--- config.mk ---
export PLATFORM = sky130hd
export DESIGN_NAME = mem_ram_ctrl
export DESIGN_NICKNAME = d
export VERILOG_FILES = /design/src/rtl/mem_ram_ctrl.sv
export SDC_FILE = /design/constraint.sdc
export NUM_CORES = 1
export LEC_CHECK = 0
export BUFFER_PORTS_ARGS = -buffer_cell sky130_fd_sc_hd__buf_2
export CORE_MARGIN = 1
export CORE_UTILIZATION = 36
export DETAILED_ROUTE_END_ITERATION = 10
export GPL_TIMING_DRIVEN = 0
export MAX_ROUTING_LAYER = met4
export PLACE_DENSITY = 0.84
export SLEW_MARGIN = 20
export SYNTH_ARGS = -nofsm -noshare
export SYNTH_HDL_FRONTEND = slang
export SYNTH_SLANG_ARGS = --single-unit
export TNS_END_PERCENT = 50
--- constraint.sdc ---
create_clock -name clk_i -period 3 [get_ports clk_i]
set_clock_uncertainty 0.2 [all_clocks]
set_input_delay 0.3 -clock clk_i [delete_from_list [all_inputs] [get_ports clk_i]]
set_output_delay 0.3 -clock clk_i [all_outputs]
set_load 0.05 [all_outputs]
--- src/rtl/mem_ram_ctrl.sv ---
// Memory-stage RAM controller: turns a load/store request into a read
// (and, for stores, a read-modify-write) bus transaction with a wait timeout.
module mem_ram_ctrl #(
    parameter int unsigned ADDR_WIDTH = 32,
    parameter int unsigned DATA_WIDTH = 32,
    parameter int unsigned TIMEOUT    = 16
) (
    input  logic                  clk_i,
    input  logic                  rst_i,
    input  logic                  ram_ce_i,
    input  logic                  ram_w_request_i,
    input  logic [ADDR_WIDTH-1:0] ram_addr_i,
    input  logic [DATA_WIDTH-1:0] ram_wdata_i,
    output logic [DATA_WIDTH-1:0] ram_rdata_o,
    output logic                  stall_req_o,
    output logic                  bus_req_o,
    output logic                  bus_we_o,
    output logic [ADDR_WIDTH-1:0] bus_addr_o,
    output logic [DATA_WIDTH-1:0] bus_wdata_o,
    input  logic [DATA_WIDTH-1:0] bus_rdata_i,
    input  logic                  bus_ack_i,
    output logic                  bus_err_o
);

    localparam logic [1:0] IDLE = 2'd0;
    localparam logic [1:0] RD   = 2'd1;
    localparam logic [1:0] WR   = 2'd2;
    localparam logic [1:0] DONE = 2'd3;

    localparam int unsigned CNT_W = 8;
    localparam logic [CNT_W-1:0] CNT_LAST = CNT_W'(TIMEOUT - 1);

    logic [1:0]            state;
    logic [1:0]            state_nxt;
    logic [CNT_W-1:0]      cnt;
    logic [CNT_W-1:0]      cnt_nxt;
    logic [DATA_WIDTH-1:0] rdata;
    logic [DATA_WIDTH-1:0] rdata_nxt;
    logic                  req;
    logic                  we;
    logic                  timeout;
    logic                  unused_addr_bits;

    // State, wait counter, read-data and bus-control registers
    always_ff @(posedge clk_i or posedge rst_i) begin
        if (rst_i) begin
            state <= IDLE;
            cnt   <= '0;
            rdata <= '0;
            req   <= 1'b0;
            we    <= 1'b0;
        end else begin
            state <= state_nxt;
            cnt   <= cnt_nxt;
            rdata <= rdata_nxt;
            req   <= (state_nxt == RD) || (state_nxt == WR);
            we    <= (state_nxt == WR);
        end
    end

    // Next-state, counter and read-data update
    always_comb begin
        state_nxt = state;
        cnt_nxt   = cnt;
        rdata_nxt = rdata;
        timeout   = 1'b0;
        case (state)
            IDLE: begin
                if (ram_ce_i) begin
                    state_nxt = RD;
                    cnt_nxt   = '0;
                end
            end
            RD: begin
                if (bus_ack_i) begin
                    rdata_nxt = bus_rdata_i;
                    cnt_nxt   = '0;
                    state_nxt = ram_w_request_i ? WR : DONE;
                end else if (cnt == CNT_LAST) begin
                    timeout   = 1'b1;
                    rdata_nxt = '0;
                    state_nxt = DONE;
                end else begin
                    cnt_nxt = cnt + CNT_W'(1);
                end
            end
            WR: begin
                if (bus_ack_i) begin
                    state_nxt = DONE;
                end else if (cnt == CNT_LAST) begin
                    timeout   = 1'b1;
                    rdata_nxt = '0;
                    state_nxt = DONE;
                end else begin
                    cnt_nxt = cnt + CNT_W'(1);
                end
            end
            default: begin
                state_nxt = IDLE;
            end
        endcase
    end

    // Stall covers the request cycle in IDLE plus every bus phase
    assign stall_req_o = ~rst_i & (((state == IDLE) & ram_ce_i) | (state == RD) | (state == WR));

    assign ram_rdata_o = rdata;
    assign bus_req_o   = req;
    assign bus_we_o    = we;
    assign bus_err_o   = timeout;
    assign bus_addr_o  = {ram_addr_i[ADDR_WIDTH-1:2], 2'b00};
    assign bus_wdata_o = (state == WR) ? ram_wdata_i : '0;

    assign unused_addr_bits = ^ram_addr_i[1:0];

endmodule

Yosys cells after proc, flatten, opt, wreduce, memory -nomap -nowiden. Cells that the tools add are included. W data, S select, Z words.

Add/sub/neg operators: 1. Multiply operators: 0. Div/mod/pow operators: 0. Magnitude comparators: 0. Equality and inequality tests: 7. Shift-type cells: 0. Mux-type cells: 19. Bitwise gates (word level): 5. Reductions and logical operators: 7.

Operators with widths (number): $mux W32 (4); $pmux W32 S2 (1); $mux W8 (4); $pmux W8 S3 (1); $add A8 B1 Y8 const B (1); $eq A8 B4 Y1 const B (1); $mux W2 (4); $pmux W2 S3 (1); $eq A2 B1 Y1 const B (2); $eq A2 B2 Y1 const B (2); $mux W1 (4); $ne A2 B2 Y1 const B (2); $reduce_and A3 Y1 (1); $reduce_bool A3 Y1 (1); $and A1 B1 Y1 (2); $logic_not A2 Y1 (1); $or A1 B1 Y1 (2); $reduce_and A2 Y1 (1); $reduce_bool A2 Y1 (1); $reduce_or A2 Y1 (1); $logic_or A1 B1 Y1 (1); $not A1 Y1 (1).

Bits in registers: 44. Bits in latches: 0. Memory bits (writable): 0. Bits in read-only memories: 0. Output and inout port bits: 100. Word-level logic and storage cells: 44. Memories: 0.

Depth between registers and ports, before layout. Gate-level depths: netlist (run 1).

Depth after elaboration: 6. Depth in mapped cells: 8. Gate-level depth less buffers: 7.

Worst setup path after synthesis (run 1). No wires, ideal clock.

Kind: register to register. From: register state[0]. To: register cnt[7]. Setup time: 0.077 ns. Arrival time: 1.914 ns. Required time: 2.723 ns. Slack: 0.809 ns. Stages on the path, launching flop included: 7. Clock period less this slack: 2.191 ns. Cell sequence: dfrtp_1 > inv_1 > ha_1 > and2b_4 > a2111o_1 > or4_1 > a21oi_1.

Longest elaborated chain between the ends: 3. Elaborated cells on any way between the ends: 8. Classes of those cells: 4 x eq/ne; 1 x mux; 3 x reduce/logical.

Ends and longest elaborated chain: from (decl) (RTL line 33) `logic [1:0] state;`; from (signal assigned) (RTL line 53) `state <= state_nxt;`; $eq A2 B2 Y1 (tied with other cells) (RTL line 67) `case (state)`; $ne A2 B2 Y1 (no line) / $reduce_bool A3 Y1 (equally long branches); $reduce_and A3 Y1 (no line); to (signal assigned) (RTL line 54) `cnt <= cnt_nxt;`; to (decl) (RTL line 35) `logic [CNT_W-1:0] cnt;`.

Parallel ways exist; a longest one is shown, timed or not. A chain may end at the register's enable or synchronous reset.

Worst setup path after layout (run 1).
From: register state[0]. To: output bus_wdata_o[13].

Longest elaborated chain between the ends: 2.

Ends and longest elaborated chain: $eq A2 B2 Y1 (RTL line 112) `assign bus_wdata_o = (state == WR) ? ram_wdata_i : '0;`; $mux W32 (RTL line 112); to (decl) (RTL line 19) `output logic [DATA_WIDTH-1:0] bus_wdata_o,`.

Every way passes these cells.

==> results_dict.tcl, run 1 <==
set metrics [dict create \
    synth.distinct_cells 36 \
    yosys_warnings 0 \
    maxSlewViolCount 0 \
    rows 29 \
    critPathMaxStageDelay_ns 0.44 \
    yosysMostFrequentCell "dfrtp_1" \
    clk_pin_slew_ns 0.09 \
    cts_sinks 44 \
    wirelength_um 6290 \
    antenna_found_initial 0 \
    drt-pass1-iter-count 6 \
    core_um2 6310 \
    crit_top_cell "clkbuf_1" \
    via_per_inst 4.72 \
    place_congestion 0.775 \
    setup_viol 0 \
    worst-path-buf-inv 4 \
    min_path_type "in -> reg" \
    netlist_top_cells_area "dfrtp_1 47%, a22o_1 12%, buf_4 10%" \
    avgRoutedWirePerCell_um 13.0 \
    worstMarginPinSlew_ns 0.515 \
    fin_nets 512 \
    n_antenna_cell 0 \
    placed_cells 472 \
    layout_min_cycle_time_ns 2.77 \
    area_growth_pct 46.5 \
    synth_ff_type "dfrtp_1" \
    crit_required_ns 2.50 \
    cts_tree "done" \
    pwr-share-clk_pct 11.9 \
    synth_cells 227 \
    powerDensity_nw_per_um2 1140 \
    ys_top_cells_by_count "44 x dfrtp_1, 32 x a22o_1, 32 x and2_1, 32 x buf_4, 11 x clkbuf_1" \
    relSlewSlack_pct 65.3 \
    peakVddDrop_v 0.000684 \
    hold_viol 0 \
    fillers 601 \
    crit_slowest_cell "dfrtp_1" \
    p_switching_mw 2.17 \
    io_pins 201 \
    cpLargestDelayFamily "buffers and inverters" \
    cp_max_fo 10 \
    fin_crit_sh_pct 92.3 \
    cts_resized 0 \
    synth_top_area_cell "dfrtp_1" \
    endpoint_kind "output pin" \
    max_cap_viol_count 0 \
    startpoint_type "flop" \
    drive_above_1_share_pct 52.1 \
    cts_max_level 2 \
    grt_max_degree 27 \
    status "finished, final reports clean" \
    p_leak_nw 1.96 \
    hp-start "bus_rdata_i[15]" \
    grt_usage_pct 18.8 \
    crit_chain "inv_1 -> ha_1 -> clkbuf_1 -> clkbuf_1 -> and2_1 -> buf_2" \
    portBuffers 166 \
    swShare_pct 55.3 \
    worstSetupPathType "reg -> out" \
    r2r_start "state[0]" \
    whs_ns 0.0200 \
    clock_path_buffers 2 \
    cts-root-buf "clkbuf_8" \
    cp.arrival_ns 2.27 \
    rsz0062_at_grt "false" \
    internal_power_mw 1.75 \
    num_vias 2275 \
    fin_cells 482 \
    synth_area_per_cell_um2 10.4 \
    pwr-share-comb_pct 63.8 \
    async_flop_share_pct 100 \
    dieWidth_um 82.9 \
    synth_seq_cells 44 \
    maxClockFrequency_mhz 361 \
    dieHeight_um 82.9 \
    fp.dieArea_um2 6860 \
    grt_pass1_vias 2195 \
    pwr-share-seq_pct 24.3 \
    crit_start "state[0]" \
    grt_pass1_wl_um 10300 \
    finalSetupTns_ns 0 \
    drtAntennaViolNets 0 \
    syn_area_um2 2350 \
    numCtsBuffers 5 \
    clock_latency_ns 0.29 \
    first_iter_violations 78 \
    yosysTopAreaCellShare_pct 46.8 \
    synth_edf_count 0 \
    start_util_pct 37.3 \
    cts_setup_buffers 0 \
    place_hpwl_um 5080 \
    grt-ovfl-total 0 \
    drc 0 \
    yosysSeqAreaShare_pct 46.8 \
    ctsHoldBuffers 1 \
]
-- worst reg2reg max path: cells and delay by family, from the launching register on --
kind                     cells  cell delay (ns)
adder cells (fa/ha/maj)      1             0.27
AO/OA/AOI/OAI                2             0.57
buffers and inverters        1             0.11
AND/OR/NAND/NOR              2             0.73
flip-flops                   1             0.43
-- cell type report --
cell class / instances / area (µm²) / share of cell area, %
Sequential cell: 44 / 1100 / 31.9
Multi-Input combinational cell: 134 / 947 / 27.5
Timing Repair Buffer: 169 / 878 / 25.5
Buffer: 44 / 287 / 8.31
Tap cell: 77 / 96.3 / 2.79
Clock buffer: 5 / 68.8 / 2.00
Clock inverter: 3 / 46.3 / 1.34
Inverter: 6 / 22.5 / 0.653
-- cell usage in the layout (no fill, tap or decap), types with 3 or more instances in the layout --
cell      instances
a22o_1           32
o21ai_0           4
nand2_1           5
nand3_1           3
clkbuf_8          5
buf_2           167
nor2_1            7
or3_1             3
and2_1           32
a21oi_1          10
clkbuf_1         11
inv_1             5
buf_4            32
o21ai_1           6
ha_1              7
dfrtp_1          44
-- worst paths after layout --
check / to / slack (ns) / depth (start not counted)
min in group asynchronous: state[0] / 0.37 / 3
hold / removal: ram_rdata_o[15] / 0.02 / 2
setup reg to reg: cnt[7] / 0.63 / 6
hold reg to reg: ram_rdata_o[5] / 0.31 / 1
setup / recovery: bus_wdata_o[13] / 0.23 / 6
max in group asynchronous: ram_rdata_o[4] / 1.76 / 4
-- routing by layer --
layer  vias up  global-route usage [%]  routed length, µm
met5         -                       -                  0
met4         0                    5.64                 85
met3        12                    4.57                281
met2        69                    31.2               3360
met1      1068                    22.7               2560
li1       1126                       -                  -
-- stage by stage --
stage	total power, mW	utilization (%)	setup slack (ns)	area (µm²)
5_1_grt	4.14	54.6	0.0533	3450
6_report	3.92	54.6	0.231	3450
4_1_cts	3.95	54.4	0.214	3440
2_1_floorplan	2.89	-	0.809	2360
3_5_place_dp	3.47	52.5	0.563	3310
3_3_place_gp	3.40	52.0	0.591	3280
-- state kept, by name, indices dropped and copies added, names as in the netlist --
name	flops
ram_rdata_o	32
bus_req_o	1
bus_we_o	1
cnt	8
state	2
-- power by group through the flow --
stage	combinational, mW	clock (mW)	sequential (mW)
2_1_floorplan	1.22	0	1.67
3_5_place_dp	2.51	0	0.961
3_3_place_gp	2.45	0	0.944
4_1_cts	2.52	0.479	0.951
6_report	2.50	0.466	0.952
5_1_grt	2.64	0.506	0.988
-- logic make-up (layout without fill, tap and decap cells) --
| logic type | after synthesis | count (layout) | synth area share [%] |
|---|---|---|---|
| compound gates | 64 | 64 | 20.5 |
| xor+xnor | 1 | 1 | 0.372 |
| fa+ha+maj | 7 | 7 | 3.72 |
| buf+inv | 50 | 227 | 13.1 |
| flops | 44 | 44 | 46.8 |
| other cells | 1 | 2 | 0.159 |
| simple gates | 60 | 60 | 15.4 |
No activity file was read; power rests on OpenSTA's default activity.
==> inputs of run 2 (changes only) <==
--- a/config.mk
+++ b/config.mk
@@ -5,13 +5,15 @@
 export SDC_FILE = /design/constraint.sdc
 export NUM_CORES = 1
 export LEC_CHECK = 0
+export ABC_AREA = 1
 export BUFFER_PORTS_ARGS = -buffer_cell sky130_fd_sc_hd__buf_2
 export CORE_MARGIN = 1
-export CORE_UTILIZATION = 36
+export CORE_UTILIZATION = 40
 export DETAILED_ROUTE_END_ITERATION = 10
 export GPL_TIMING_DRIVEN = 0
 export MAX_ROUTING_LAYER = met4
-export PLACE_DENSITY = 0.84
+export PLACE_DENSITY = 0.88
+export RECOVER_POWER = 50
 export SLEW_MARGIN = 20
 export SYNTH_ARGS = -nofsm -noshare
 export SYNTH_HDL_FRONTEND = slang
==> results_dict.tcl, run 2 <==
set metrics [dict create \
    setup_viol 0 \
    yosysMostFrequentCell "nand2_1" \
    synth.distinct_cells 25 \
    r2r_cells 14 \
    grt-ovfl-total 0 \
    largest_reg_flops 32 \
    yosysSeqAreaShare_pct 41.6 \
    grt_pass1_vias 2627 \
    ys_top_cells_by_count "131 x nand2_1, 57 x inv_1, 44 x dfrtp_1" \
    synthAdderAreaFrac_pct 3.31 \
    synth_edf_count 0 \
    ctsHoldBuffers 1 \
    crit_slowest_cell "dfrtp_1" \
    max_cap_viol_count 0 \
    num_vias 2805 \
    yosys_warnings 0 \
    peakVddDrop_v 0.000648 \
    grt_pass1_wl_um 11200 \
    synth_area_per_cell_um2 7.25 \
    crit_start "state[0]" \
    internal_power_mw 1.61 \
    powerDensity_nw_per_um2 1100 \
    drc 0 \
    yosysTopAreaCellShare_pct 41.6 \
    synth_top_family_by_area "simple AND/OR/NAND/NOR gates" \
    startpoint_type "flop" \
    first_iter_violations 87 \
    cp.arrival_ns 1.92 \
    finalSetupTns_ns 0 \
    clock_latency_ns 0.29 \
    min_path_type "in -> reg" \
    numCtsBuffers 5 \
    clock_path_buffers 2 \
    pwr-share-clk_pct 8.6 \
    pre_cts_slack_ns 0.891 \
    p_leak_nw 2.37 \
    syn_area_um2 2650 \
    r2r-end "bus_req_o" \
    netlist_top_cells_area "dfrtp_1 42%, nand2_1 19%, buf_4 9.4%" \
    mostFrequentLayoutCells "131 x nand2_1, 119 x buf_2, 57 x inv_1, 57 x clkbuf_1, 44 x dfrtp_1" \
    worstMarginPinSlew_ns 0.896 \
    status "finished, final reports clean" \
    place_congestion 0.975 \
    synthSimpleGateAreaFrac_pct 31.7 \
    antenna_found_initial 0 \
    cts_sinks 44 \
    worstSetupPathType "reg -> out" \
    final_common_cell "nand2_1" \
    fp.dieArea_um2 6950 \
    cp_max_fo 10 \
    cts-root-buf "clkbuf_8" \
    cts_setup_buffers 0 \
    relSlewSlack_pct 40.2 \
    synth-compound-area-share_pct 2.13 \
    drive_above_1_share_pct 32.2 \
    core_um2 6390 \
    synth_cells 365 \
    synth_ff_type "dfrtp_1" \
    synthXorXnorAreaFrac_pct 0.331 \
    avgRoutedWirePerCell_um 11.2 \
    cts_max_level 2 \
    rsz0062_at_grt "false" \
    fin_crit_sh_pct 80.6 \
    p_switching_mw 2.40 \
    rrSetupSlack_ns 0.94 \
    layout_min_cycle_time_ns 2.42 \
    dieWidth_um 83.4 \
    swShare_pct 59.9 \
    maxClockFrequency_mhz 413 \
    drtAntennaViolNets 0 \
    synth_top_area_cell "dfrtp_1" \
    area_growth_pct 37.1 \
    cts_resized 0 \
    via_per_inst 4.54 \
    portBuffers 166 \
    dieHeight_um 83.4 \
    crit_top_cell "inv_1" \
    n_antenna_cell 0 \
    grt_usage_pct 20.3 \
    async_flop_share_pct 100 \
    fin_nets 649 \
    cts_tree "done" \
    critPathMaxStageDelay_ns 0.42 \
    hold_viol 0 \
    endpoint_kind "output pin" \
    pwr-share-seq_pct 24.2 \
    r2r_start "state[0]" \
    crit_chain "inv_1 -> ha_1 -> buf_6 -> clkbuf_1 -> nand2_1 -> inv_1 -> buf_2" \
    muxShareOfSynthArea_pct 0 \
    place_hpwl_um 5600 \
    timing.final.ws_setup_ns 0.582 \
    io_pins 201 \
    drt-pass1-iter-count 6 \
    rows 29 \
    synth_seq_cells 44 \
    fillers 602 \
    grt_max_degree 24 \
    clk_pin_slew_ns 0.08 \
    start_util_pct 41.5 \
    maxSlewViolCount 0 \
    crit_required_ns 2.50 \
    pwr-share-comb_pct 67.2 \
    wirelength_um 6910 \
    critPathCapture "bus_wdata_o[5]" \
]
-- run 2: changes by cell type in the layout (fill, tap and decap cells not counted), moves of 32 or more --
| cell | delta |
|---|---|
| a22o_1 | -32 |
| and2_1 | -32 |
| buf_2 | -48 |
| clkbuf_1 | +46 |
| inv_1 | +52 |
| nand2_1 | +126 |
| nand3_1 | +33 |
-- run 2: kinds of logic after synthesis --
group	Yosys count
other cells	1
simple gates	197
fa+ha+maj	7
flops	44
xor+xnor	1
buf+inv	105
compound gates	10
-- run 2: power by group through the flow --
stage               Clock [mW]  Combinational [mW]  Sequential, mW
floorplan                    0                1.38            1.72
global placement             0                2.69           0.965
detailed placement           0                2.74           0.978
CTS                      0.354                2.75           0.967
global route             0.377                2.90            1.00
finish                   0.343                2.69           0.971
-- run 2: through the flow --
step           power [mW]  instances  hold slack, ns  cell area [µm²]  util [%]
4_1_cts              4.07        618          0.0300             3690      57.8
2_1_floorplan        3.10        366           0.246             2650         -
6_report             4.01        618          0.0386             3630      56.9
3_5_place_dp         3.72        610           0.172             3610      56.5
3_3_place_gp         3.66        609           0.251             3580      56.0
5_1_grt              4.28        618          0.0445             3630      56.9
-- run 2: per-layer routing --
| layer | wire length (µm) | global-route usage (%) | vias up |
|---|---|---|---|
| li1 | - | - | 1403 |
| met1 | 2630 | 22.1 | 1250 |
| met2 | 3730 | 37.3 | 141 |
| met3 | 424 | 2.58 | 11 |
| met4 | 121 | 7.84 | 0 |
| met5 | 0 | - | - |
-- run 2: critical path, delay by kind of cell, from the launching register on --
| family | cells | cell delay, ns |
|---|---|---|
| adder cells (fa/ha/maj) | 1 | 0.18 |
| buffers and inverters | 5 | 0.92 |
| AND/OR/NAND/NOR | 1 | 0.10 |
| flip-flops | 1 | 0.42 |
-- run 2: worst min-delay path by stage --
stage                                from         endpoint  slack, ns  cells after the start
after global placement    ram_rdata_o[27]  ram_rdata_o[27]       0.25                      2
after detailed placement            rst_i           cnt[3]       0.17                      2
after floorplan           bus_rdata_i[14]  ram_rdata_o[14]       0.25                      2
after CTS                  bus_rdata_i[2]   ram_rdata_o[2]       0.03                      3
after global routing      bus_rdata_i[29]  ram_rdata_o[29]       0.04                      3
final                      bus_rdata_i[2]   ram_rdata_o[2]       0.04                      3
-- run 2: layout make-up --
type | count | area (µm²) | share of cell area, %
Clock buffer | 6 | 72.6 | 2.00
Timing Repair Buffer | 168 | 806 | 22.2
Inverter | 59 | 221 | 6.10
Sequential cell | 44 | 1100 | 30.3
Tap cell | 77 | 96.3 | 2.65
Multi-Input combinational cell | 217 | 998 | 27.5
Clock inverter | 1 | 5.00 | 0.138
Buffer | 46 | 330 | 9.10
==> inputs of run 3 (changes only) <==
--- a/config.mk
+++ b/config.mk
@@ -5,10 +5,10 @@
 export SDC_FILE = /design/constraint.sdc
 export NUM_CORES = 1
 export LEC_CHECK = 0
-export ABC_AREA = 1
+export ABC_AREA = 0
 export BUFFER_PORTS_ARGS = -buffer_cell sky130_fd_sc_hd__buf_2
 export CORE_MARGIN = 1
-export CORE_UTILIZATION = 40
+export CORE_UTILIZATION = 38
 export DETAILED_ROUTE_END_ITERATION = 10
 export GPL_TIMING_DRIVEN = 0
 export MAX_ROUTING_LAYER = met4
==> constraint.sdc (replaced) <==
create_clock -name clk_i -period 2.4 [get_ports clk_i]
set_clock_uncertainty 0.2 [all_clocks]
set_input_delay 0.24 -clock clk_i [delete_from_list [all_inputs] [get_ports clk_i]]
set_output_delay 0.24 -clock clk_i [all_outputs]
set_load 0.05 [all_outputs]
==> results_dict.tcl, run 3 (synthesis gave the netlist of run 1 again) <==
set metrics [dict create \
    status "finished, final reports clean" \
    endpoint_kind "output pin" \
    max_cap_viol_count 0 \
    crit_required_ns 1.96 \
    fin_nets 544 \
    fp.dieArea_um2 6510 \
    numCtsBuffers 5 \
    p_leak_nw 2.00 \
    min_path_type "in -> reg" \
    fin_crit_sh_pct 98.2 \
    hold_viol 0 \
    mostFrequentLayoutCells "101 x buf_2, 65 x buf_4, 43 x dfrtp_1" \
    maxSlewViolCount 0 \
    cp.arrival_ns 1.92 \
    first_iter_violations 118 \
    critPathMaxStageDelay_ns 0.43 \
    crit_chain "inv_1 -> ha_1 -> clkbuf_4 -> clkbuf_2 -> and2_1 -> buf_4" \
    io_pins 201 \
    p_switching_mw 2.75 \
    via_per_inst 4.77 \
    dieHeight_um 80.7 \
    powerDensity_nw_per_um2 1330 \
    pwr-share-seq_pct 23.7 \
    grt_pass1_wl_um 10600 \
    start_util_pct 39.5 \
    startpoint_type "flop" \
    final_cell_area_um2 3790 \
    layout_min_cycle_time_ns 2.36 \
    grt_max_degree 24 \
    place_congestion 0.824 \
    cpLargestDelayFamily "buffers and inverters" \
    num_vias 2442 \
    whs_ns 0.191 \
    peakVddDrop_v 0.000813 \
    grt_usage_pct 21.5 \
    worstMarginPinSlew_ns 0.775 \
    maxClockFrequency_mhz 424 \
    clock_path_buffers 2 \
    core_um2 5960 \
    relSlewSlack_pct 48.3 \
    wirelength_um 7250 \
    cp_max_fo 10 \
    rsz0062_at_grt "true" \
    cts_tree "done" \
    n_antenna_cell 0 \
    pwr-share-comb_pct 64.9 \
    grt_pass1_vias 2316 \
    final_common_cell "buf_2" \
    grt-ovfl-total 0 \
    setup_viol 0 \
    rows 28 \
    place_hpwl_um 4910 \
    area_growth_pct 61.0 \
    antenna_found_initial 0 \
    avgRoutedWirePerCell_um 14.2 \
    largest_reg_flops 32 \
    cts-root-buf "clkbuf_8" \
    worstSetupPathType "reg -> out" \
    place_area_um2 3310 \
    clk_pin_slew_ns 0.09 \
    drt-pass1-iter-count 4 \
    swShare_pct 54.4 \
    pwr-share-clk_pct 11.4 \
    cts_max_level 2 \
    clock_latency_ns 0.29 \
    drtAntennaViolNets 0 \
    drc 0 \
    drive_above_1_share_pct 41.9 \
    crit_slowest_cell "dfrtp_1" \
    worst-path-buf-inv 4 \
    dieWidth_um 80.7 \
    finalSetupTns_ns 0 \
    internal_power_mw 2.30 \
    portBuffers 166 \
    cts_sinks 44 \
]
[run 3: worst paths after layout]
path,from,cells past startpoint,endpoint,slack (ns)
worst min-delay path,bus_ack_i,3,cnt[2],0.19
worst min register to register,ram_rdata_o[10],1,ram_rdata_o[10],0.31
min in group asynchronous,rst_i,3,ram_rdata_o[11],0.45
worst max register to register,state[0],6,cnt[7],0.05
max in group asynchronous,rst_i,4,ram_rdata_o[14],0.51
worst max-delay path,state[0],6,bus_wdata_o[26],0.04
[run 3: routing by layer]
layer,track usage (%),wire length (µm),vias to the layer above
met5,-,0,-
met4,5.18,127,0
met2,41.1,3970,94
li1,-,-,1185
met1,22.7,2840,1149
met3,3.75,313,14
[run 3: metrics by stage]
stage / total power [mW] / cells / setup slack, ns / utilization [%]
2_1_floorplan: 3.61 / 228 / 0.209 / -
3_3_place_gp: 4.25 / 469 / 0.0582 / 55.1
3_5_place_dp: 4.32 / 470 / 0.0322 / 55.6
4_1_cts: 5.04 / 511 / 0.0139 / 64.5
5_1_grt: 5.30 / 512 / -0.0798 / 63.6
6_report: 5.05 / 512 / 0.0424 / 63.6
[run 3: worst min-delay path, cell delays in order]
cell and delay, ns:
buf_2 0.12, or4b_1 0.20, o2bb2ai_1 0.09
[run 3: final cells by class]
cell class / instances / area [µm²]
tap: 75 / 93.8
timing repair buffer: 201 / 1210
fill: 473 / 2170
clock buffer: 5 / 68.8
buffer: 44 / 297
clock inverter: 3 / 46.3
multi-input combinational: 134 / 950
inverter: 6 / 22.5
sequential: 44 / 1100
[run 3: power groups by stage]
stage / Combinational (mW) / Sequential [mW] / Clock (mW)
final: 3.28 / 1.20 / 0.574
after detailed placement: 3.12 / 1.20 / 0
after global placement: 3.06 / 1.18 / 0
after floorplan: 1.53 / 2.08 / 0
after CTS: 3.27 / 1.18 / 0.586
after global routing: 3.45 / 1.22 / 0.617
[run 3: timing repair]
action                     CTS  global route
hold endpoints to repair    53             0
gates resized for setup     36             4
setup endpoints to repair   33            34
buffers inserted             0             1
hold buffers                33             0
